**config.mk**
```make
export PLATFORM = sky130hd
export DESIGN_NAME = fib_seq_buffer_flat
export DESIGN_NICKNAME = d
export VERILOG_FILES = /design/src/rtl/fib_seq_buffer_pkg.sv /design/src/rtl/fib_seq_buffer_if.sv /design/src/rtl/fib_seq_buffer_fifo.sv /design/src/rtl/fib_seq_buffer.sv /design/src/flat_wrapper.sv
export SDC_FILE = /design/constraint.sdc
export NUM_CORES = 1
export LEC_CHECK = 0
export CORE_ASPECT_RATIO = 1.75
export CORE_MARGIN = 3
export CORE_UTILIZATION = 40
export CTS_BUF_LIST = sky130_fd_sc_hd__clkbuf_8 sky130_fd_sc_hd__clkbuf_16
export CTS_CLUSTER_SIZE = 20
export DETAILED_ROUTE_END_ITERATION = 10
export SETUP_SLACK_MARGIN = 0.05
export SLEW_MARGIN = 20
export SYNTH_ARGS = -nofsm -noshare
export SYNTH_HDL_FRONTEND = slang
export SYNTH_SLANG_ARGS = --single-unit
export TNS_END_PERCENT = 5
```
**constraint.sdc**
```tcl
create_clock -name i_clk -period 6.1 [get_ports i_clk]
set_input_delay 1.22 -clock i_clk [delete_from_list [all_inputs] [get_ports i_clk]]
set_output_delay 1.22 -clock i_clk [all_outputs]
set_load 0.05 [all_outputs]
```
**src/rtl/fib_seq_buffer_pkg.sv**
```systemverilog
// Shared types and constants for the Fibonacci term buffer.
package fib_pkg;
  localparam int FIB_W = 6;

  typedef enum logic {
    CAPTURE = 1'b0,
    HOLD    = 1'b1
  } fib_buf_state_t;
endpackage

```
**src/rtl/fib_seq_buffer_if.sv**
```systemverilog
// Term stream in, FWFT head out; the buffer is the slave on both sides.
interface fib_seq_buffer_if #(
  parameter int WIDTH = 6
);
  logic             in_valid;
  logic [WIDTH-1:0] in_data;
  logic             in_ready;
  logic             out_valid;
  logic [WIDTH-1:0] out_data;
  logic             out_ready;

  modport slave (
    input  in_valid, in_data, out_ready,
    output in_ready, out_valid, out_data
  );

  modport master (
    output in_valid, in_data, out_ready,
    input  in_ready, out_valid, out_data
  );
endinterface

```
**src/rtl/fib_seq_buffer_fifo.sv**
```systemverilog
// First-word-fall-through FIFO; the caller gates push/pop against full/empty.
module fib_fifo #(
  parameter int WIDTH = 6,
  parameter int DEPTH = 8,
  localparam int AW = $clog2(DEPTH),
  localparam int CW = AW + 1
) (
  input  logic             i_clk,
  input  logic             i_clr,
  input  logic             i_push,
  input  logic             i_pop,
  input  logic [WIDTH-1:0] i_data,
  output logic [WIDTH-1:0] o_data,
  output logic [CW-1:0]    o_count
);
  logic [WIDTH-1:0] r_mem [DEPTH];
  logic [AW-1:0]    r_wr_ptr;
  logic [AW-1:0]    r_rd_ptr;
  logic [CW-1:0]    r_count;

  always_ff @(posedge i_clk) begin
    if (i_clr) begin
      r_wr_ptr <= '0;
      r_rd_ptr <= '0;
      r_count  <= '0;
    end else begin
      if (i_push) r_wr_ptr <= r_wr_ptr + AW'(1);
      if (i_pop)  r_rd_ptr <= r_rd_ptr + AW'(1);
      case ({i_push, i_pop})
        2'b10:   r_count <= r_count + CW'(1);
        2'b01:   r_count <= r_count - CW'(1);
        default: r_count <= r_count;
      endcase
    end
  end

  // Storage is not reset; an empty FIFO masks the head to zero instead.
  always_ff @(posedge i_clk) begin
    if (i_push && !i_clr) r_mem[r_wr_ptr] <= i_data;
  end

  assign o_data  = (r_count != '0) ? r_mem[r_rd_ptr] : '0;
  assign o_count = r_count;
endmodule

```
**src/rtl/fib_seq_buffer.sv**
```systemverilog
// Buffers generator terms, flags 6-bit wrap-around and optionally freezes capture on it.
module fib_seq_buffer
  import fib_pkg::*;
#(
  parameter int WIDTH        = FIB_W,
  parameter int DEPTH        = 8,
  parameter bit STOP_ON_WRAP = 1'b1,
  localparam int CW = $clog2(DEPTH) + 1
) (
  input  logic            i_clk,
  input  logic            i_rst,
  input  logic            i_clear,
  fib_seq_buffer_if.slave bus,
  output logic [CW-1:0]   o_count,
  output logic            o_wrap,
  output logic [7:0]      o_term_idx,
  output logic            o_state
);
  fib_buf_state_t   r_state;
  fib_buf_state_t   w_state_nxt;
  logic             r_wrap;
  logic             r_prev_valid;
  logic [WIDTH-1:0] r_prev;
  logic [7:0]       r_term_idx;
  logic [CW-1:0]    w_count;
  logic             w_srst;
  logic             w_in_ready;
  logic             w_out_valid;
  logic             w_push;
  logic             w_pop;
  logic             w_is_wrap;

  assign w_srst      = i_rst | i_clear;
  assign w_in_ready  = (r_state == CAPTURE) && (w_count != CW'(DEPTH));
  assign w_out_valid = (w_count != '0);
  assign w_push      = bus.in_valid && w_in_ready;
  assign w_pop       = w_out_valid && bus.out_ready;
  assign w_is_wrap   = r_prev_valid && (bus.in_data < r_prev);

  fib_fifo #(.WIDTH(WIDTH), .DEPTH(DEPTH)) u_fifo (
    .i_clk   (i_clk),
    .i_clr   (w_srst),
    .i_push  (w_push),
    .i_pop   (w_pop),
    .i_data  (bus.in_data),
    .o_data  (bus.out_data),
    .o_count (w_count)
  );

  always_ff @(posedge i_clk) begin
    if (w_srst) begin
      r_wrap       <= 1'b0;
      r_prev_valid <= 1'b0;
      r_prev       <= '0;
      r_term_idx   <= '0;
    end else if (w_push) begin
      if (w_is_wrap) r_wrap <= 1'b1;
      r_prev       <= bus.in_data;
      r_prev_valid <= 1'b1;
      if (r_term_idx != 8'hFF) r_term_idx <= r_term_idx + 8'd1;
    end
  end

  always_ff @(posedge i_clk) begin
    if (w_srst) r_state <= CAPTURE;
    else        r_state <= w_state_nxt;
  end

  // HOLD is absorbing; only reset or clear brings capture back.
  always_comb begin
    w_state_nxt = r_state;
    if (STOP_ON_WRAP && (r_state == CAPTURE) && w_push && w_is_wrap)
      w_state_nxt = HOLD;
  end

  assign bus.in_ready  = w_in_ready;
  assign bus.out_valid = w_out_valid;
  assign o_count       = w_count;
  assign o_wrap        = r_wrap;
  assign o_term_idx    = r_term_idx;
  assign o_state       = r_state;
endmodule
```
**src/flat_wrapper.sv**
```systemverilog
// flat-port wrapper written by rule: the top's interface ports become plain ports
module fib_seq_buffer_flat import fib_pkg::*;
#(
  parameter int WIDTH        = FIB_W,
  parameter int DEPTH        = 8,
  parameter bit STOP_ON_WRAP = 1'b1,
  localparam int CW = $clog2(DEPTH) + 1
)
  (i_clk, i_rst, i_clear, o_count, o_wrap, o_term_idx, o_state, bus_in_valid, bus_in_data, bus_out_ready, bus_in_ready, bus_out_valid, bus_out_data);
  fib_seq_buffer_if #(.WIDTH(WIDTH)) bus_i ();
  input  logic i_clk;
  input  logic i_rst;
  input  logic i_clear;
  output logic [CW-1:0] o_count;
  output logic o_wrap;
  output logic [7:0] o_term_idx;
  output logic o_state;
  input wire logic [$bits(bus_i.in_valid)-1:0] bus_in_valid;
  input wire logic [$bits(bus_i.in_data)-1:0] bus_in_data;
  input wire logic [$bits(bus_i.out_ready)-1:0] bus_out_ready;
  output wire logic [$bits(bus_i.in_ready)-1:0] bus_in_ready;
  output wire logic [$bits(bus_i.out_valid)-1:0] bus_out_valid;
  output wire logic [$bits(bus_i.out_data)-1:0] bus_out_data;
  assign bus_i.in_valid = bus_in_valid;
  assign bus_i.in_data = bus_in_data;
  assign bus_i.out_ready = bus_out_ready;
  assign bus_in_ready = bus_i.in_ready;
  assign bus_out_valid = bus_i.out_valid;
  assign bus_out_data = bus_i.out_data;
  fib_seq_buffer #(.WIDTH(WIDTH), .DEPTH(DEPTH), .STOP_ON_WRAP(STOP_ON_WRAP)) u_core (.i_clk(i_clk), .i_rst(i_rst), .i_clear(i_clear), .bus(bus_i), .o_count(o_count), .o_wrap(o_wrap), .o_term_idx(o_term_idx), .o_state(o_state));
endmodule
```
==> results.cfg, run 1 <==
[status]
status = complete, no violations

[synthesis]
synth_top_area_share_pct = 42.3
postSynthAreaPerCell_um2 = 13.1
ys.flop_type = edfxtp_1
syn_inst = 260
async_flop_share_pct = 0
yosys_warnings = 0
syn_nets = 282
yosysUniqueCellTypes = 45
synth_top_area_cell = edfxtp_1
synth_edf_count = 48
synth_area_leaders = edfxtp_1 42%, dfxtp_1 18%, mux4_2 7.9%, ha_1 4.0%, nand2_1 2.6%
ys_ff_latch = 78
syn_area_mm2 = 0.00341
seq_area_frac_synth_pct = 59.9

[floorplanning]
initial_core_util_pct = 41.9
die_y_um = 128
die_w_um = 75.8
ios = 33
rows = 43
die-area_mm2 = 0.00970
core-area_mm2 = 0.00812

[power]
power.switching_uw = 260
seqPwrFrac_pct = 48.8
pwr-share-comb_pct = 7.2
p_per_area_mw_per_mm2 = 286
power_uw = 1170
p_int_uw = 909
vdd_ir_drop_max_v = 0.000146
p_clk_share_pct = 43.9
power.static_leakage_uw = 0.00132
p_sw_share_pct = 22.2

[grt]
grt_max_degree = 27
first_global_vias = 2182
grt-ovfl-total = 0
antenna_found_initial = 0
grt_pass1_wl_um = 10700
track_usage_pct = 15.1

[timing]
worstMarginPinSlew_ns = 1.02
setup_violations = 0
max_freq_ghz = 0.256
finClkSkew_ns = 0.00485
hold_viol_final = 0
setup_tns_ns = 0
slew_viol_final = 0
period_needed_ns = 3.91
period_share_pct = 64.1
maxSlewHeadroom_pct = 31.7
rsz0062_at_grt = no

[drt]
ant_nets = 0
drtPass1Iterations = 4
wl_met1_um = 2530
via_count = 2081
highest_layer = met4
wl_met3_um = 238
drtIter0Drc = 125
post_drt_wl_per_cell_um = 15.5
route.detailed.drc = 0
wirelength_um = 6370
vias_per_cell = 5.08
wl_met2_um = 3460

[layout]
layout_common_cells = 48 x edfxtp_1, 32 x clkdlybuf4s50_1, 30 x dfxtp_1
drive_above_1_share_pct = 15.8
syn_to_final_growth_pct = 19.9
multiInputGateArea_mm2 = 0.00123
seq_area_mm2 = 0.00204
nNetsFinal = 315
fin_util_pct = 50.3
fill_cells = 733
n_antenna_cell = 0
layout_commonest_cell = edfxtp_1

[placed_design]
hpwl_um = 4430
gp_congestion = 0.741
portBuffers = 32

[clocking]
cts_setup_buffers = 0
hold_buffers = 0
clk_pin_slew_ns = 0.06
clk_latency_ns = 0.33
root_buffer = clkbuf_16
numCtsBuffers = 9
clk_path_buf_depth = 2
post_cts_resized = 0
h-tree-depth = 3
cts_tree = done
cts_sinks = 78

[critical_path]
crit_buf_inv = 1
path_cells = mux4_2, mux2i_1, nor2_1, clkdlybuf4s50_1
cp_top_family = flip-flops
cp-end-kind = output pin
max_stage_delay_ns = 0.82
critPathKind = reg2out
slowest_stage = dfxtp_1
worstPathArrival_ns = 2.69
worstPathRequired_ns = 4.88
startpoint_type = flop
path_max_fanout = 12

[min_path]
hp-class = reg2reg

[run]
maxCapViolCount = 0
## cells by family after synthesis
logic type      after synthesis  synth area share, %
buf+inv                      22                 4.11
flops                        78                 59.9
xor+xnor                      7                 1.80
compound gates               41                 7.86
fa+ha+maj                    11                 4.04
simple gates                 82                 12.3
mux                          19                 9.99
## per-layer routing
layer	vias up	track usage [%]
li1	1034	-
met3	11	3.85
met4	0	6.18
met2	47	26.0
met1	989	17.0
met5	-	0
## stage by stage
stage          worst slack, ns  area [um2]  hold WS, ns  instances
4_1_cts                   2.08        4080        0.466        410
3_5_place_dp              2.41        3780        0.449        394
2_1_floorplan             2.92        3410        0.433        260
3_3_place_gp              2.44        3780        0.442        394
6_report                  2.19        4090        0.468        410
5_1_grt                   1.96        4090        0.487        410
## power by group through the flow
stage                     logic, uW  clock network (uW)  registers [uW]
after floorplan                56.3                   0             585
after global placement         84.4                   0             582
after detailed placement       85.7                   0             582
after CTS                      86.0                 525             571
after global routing           93.7                 544             572
final                          84.5                 514             571
## final timing paths
kind	from	end	slack, ns	cells after the start
worst min register to register	u_core.r_prev[2]	u_core.r_prev[2]	0.47	2
worst max register to register	u_core.u_fifo.o_count[0]	u_core.u_fifo.o_count[2]	3.13	11
worst min-delay path	u_core.r_prev[2]	u_core.r_prev[2]	0.47	2
worst max-delay path	flop	bus_out_data[5]	2.19	4
## registers in the layout, summed over array words and instances (netlist names), named ones only
| name | cells |
|---|---|
| u_core.u_fifo.o_count | 4 |
| u_core.u_fifo.r_rd_ptr | 3 |
| u_core.r_prev | 6 |
| u_core.o_state | 1 |
| u_core.r_prev_valid | 1 |
| u_core.o_wrap | 1 |
| u_core.u_fifo.r_wr_ptr | 3 |
| u_core.o_term_idx | 8 |
| u_core.u_fifo.r_mem | 48 |
## final cells by class
class / count / share of cell area [%]
well taps: 112 / 3.43
clock buffers: 9 / 5.51
flip-flops and latches: 78 / 50.0
clock inverters: 7 / 1.62
multi-input cells: 160 / 30.2
inverters: 10 / 1.04
repair buffers: 34 / 8.21
## worst reg2reg max path: stages, from the launching register on
cell and delay [ns]:
dfxtp_1 0.38, nor4_2 0.88, inv_2 0.12, nand2_1 0.17
inv_1 0.08, ha_1 0.25, xor2_1 0.16, ha_1 0.19
a21oi_1 0.14, xor2_1 0.09, or3_1 0.31, a21oi_1 0.14
## cells in the mapped netlist (6+ instances only)
master and n:
edfxtp_1 48, dfxtp_1 30, nand2_1 24, nor2_1 19, a21oi_1 15, mux4_2 12
ha_1 11, a21oi_2 8, inv_1 8, nand3_1 8, mux2i_1 7, o21ai_0 7
clkbuf_1 6, xor2_1 6
Power figures use the tool's default switching activity.
==> run 2: changes to the inputs <==
==> constraint.sdc (replaced) <==
create_clock -name i_clk -period 3.3 [get_ports i_clk]
set_input_delay 0.66 -clock i_clk [delete_from_list [all_inputs] [get_ports i_clk]]
set_output_delay 0.66 -clock i_clk [all_outputs]
set_load 0.05 [all_outputs]
==> results.cfg, run 2 (synthesis results as in run 1) <==
[placed_design]
portBuffers = 32
gp_congestion = 0.762
place_ws_ns = 0.453
hpwl_um = 4500
placed_area_mm2 = 0.00388

[clocking]
clk_pin_slew_ns = 0.06
numCtsBuffers = 9
clk_latency_ns = 0.33
hold_buffers = 0
post_cts_resized = 0
cts_sinks = 78
root_buffer = clkbuf_16
cts_setup_buffers = 0
cts_tree = done
h-tree-depth = 3
clk_path_buf_depth = 2

[layout]
nNetsFinal = 328
n_antenna_cell = 0
layout_commonest_cell = edfxtp_1
fin_util_pct = 50.9
finalInstanceArea_mm2 = 0.00414
syn_to_final_growth_pct = 21.4
layout_common_cells = 48 x edfxtp_1, 32 x clkdlybuf4s50_1, 30 x dfxtp_1
regMostFlops = u_core.u_fifo.r_mem
largest_reg_flops = 48
drive_above_1_share_pct = 17.4

[power]
power.static_leakage_uw = 0.00138
p_int_uw = 1600
seqPwrFrac_pct = 51.2
p_sw_share_pct = 22.3
pwr-share-comb_pct = 8.1
p_per_area_mw_per_mm2 = 498
power.switching_uw = 458
vdd_ir_drop_max_v = 0.000282
p_clk_share_pct = 40.7

[timing]
period_share_pct = 90.3
max_freq_ghz = 0.335
maxSlewHeadroom_pct = 59.0
rsz0062_at_grt = no
period_needed_ns = 2.98
fin_ws_ns = 0.319
finClkSkew_ns = 0.00333
setup_tns_ns = 0
worstMarginPinSlew_ns = 0.614
setup_violations = 0
hold_viol_final = 0
slew_viol_final = 0

[min_path]
hp-class = reg2reg

[floorplanning]
die_w_um = 75.8
core-area_mm2 = 0.00812
initial_core_util_pct = 41.9
die_y_um = 128
rows = 43
ios = 33
die-area_mm2 = 0.00970

[drt]
ant_nets = 0
via_count = 2098
drtPass1Iterations = 4
vias_per_cell = 4.96
wirelength_um = 6500
route.detailed.drc = 0
post_drt_wl_per_cell_um = 15.4
drtIter0Drc = 123

[grt]
antenna_found_initial = 0
first_global_vias = 2186
grt-ovfl-total = 0
grt_max_degree = 27
grt_pass1_wl_um = 10800
track_usage_pct = 15.1

[critical_path]
cp-end-kind = output pin
r2r_slack_ns = 0.81
worstPathRequired_ns = 2.64
startpoint_type = flop
worstPathArrival_ns = 2.32
critPathKind = reg2out
path_max_fanout = 12

[run]
maxCapViolCount = 0

[status]
status = complete, no violations
[run 2: cell types whose count changed in the layout (fill, tap and decap cells not counted)]
cell / before / now
clkinv_4: 1 / 0
nor3_2: 2 / 0
clkinvlp_4: 2 / 0
inv_1: 9 / 12
clkinv_1: 1 / 2
buf_4: 2 / 15
bufinv_16: 1 / 0
nor3_1: 2 / 4
[run 2: metal layers]
layer | GRT usage, % | part of all wire [%] | vias to the layer above | wire, um
met5 | 0 | 0 | - | 0
met4 | 6.90 | 2.3 | 0 | 150
met3 | 4.16 | 2.9 | 7 | 186
met2 | 25.1 | 52 | 31 | 3410
met1 | 17.6 | 42 | 1004 | 2760
li1 | - | - | 1056 | -
[run 2: layout make-up]
| type | count | area, um2 |
|---|---|---|
| fillers | 711 | 3990 |
| flip-flops and latches | 78 | 2040 |
| multi-input cells | 160 | 1220 |
| clock buffers | 9 | 225 |
| repair buffers | 47 | 433 |
| well taps | 112 | 140 |
| inverters | 10 | 42.5 |
| clock inverters | 7 | 27.5 |
[run 2: critical path: stages (launching register included)]
cell and delay, ns:
dfxtp_1 0.30, buf_4 0.25, mux4_2 0.53, mux2i_1 0.15, nor2_1 0.06, clkdlybuf4s50_1 0.69
[run 2: power by group through the flow]
| stage | Sequential [uW] | Clock, uW | Combinational [uW] |
|---|---|---|---|
| after floorplan | 1080 | 0 | 104 |
| after global placement | 1070 | 0 | 168 |
| after detailed placement | 1070 | 0 | 170 |
| after CTS | 1050 | 868 | 171 |
| after global routing | 1050 | 905 | 183 |
| final | 1050 | 837 | 167 |
[run 2: metrics by stage]
step           hold slack [ns]  instances  total power, uW
2_1_floorplan            0.433        260             1180
3_3_place_gp             0.448        407             1240
3_5_place_dp             0.457        407             1240
4_1_cts                  0.466        423             2090
5_1_grt                  0.478        423             2140
6_report                 0.464        423             2060
[run 2: path summary, 6_finish.rpt]
kind / from / end / cells after the start
setup / recovery: flop / bus_out_data[1] / 5
hold / removal: u_core.r_prev[0] / u_core.r_prev[0] / 2
setup reg to reg: u_core.u_fifo.o_count[0] / u_core.u_fifo.o_count[2] / 12
hold reg to reg: u_core.r_prev[0] / u_core.r_prev[0] / 2
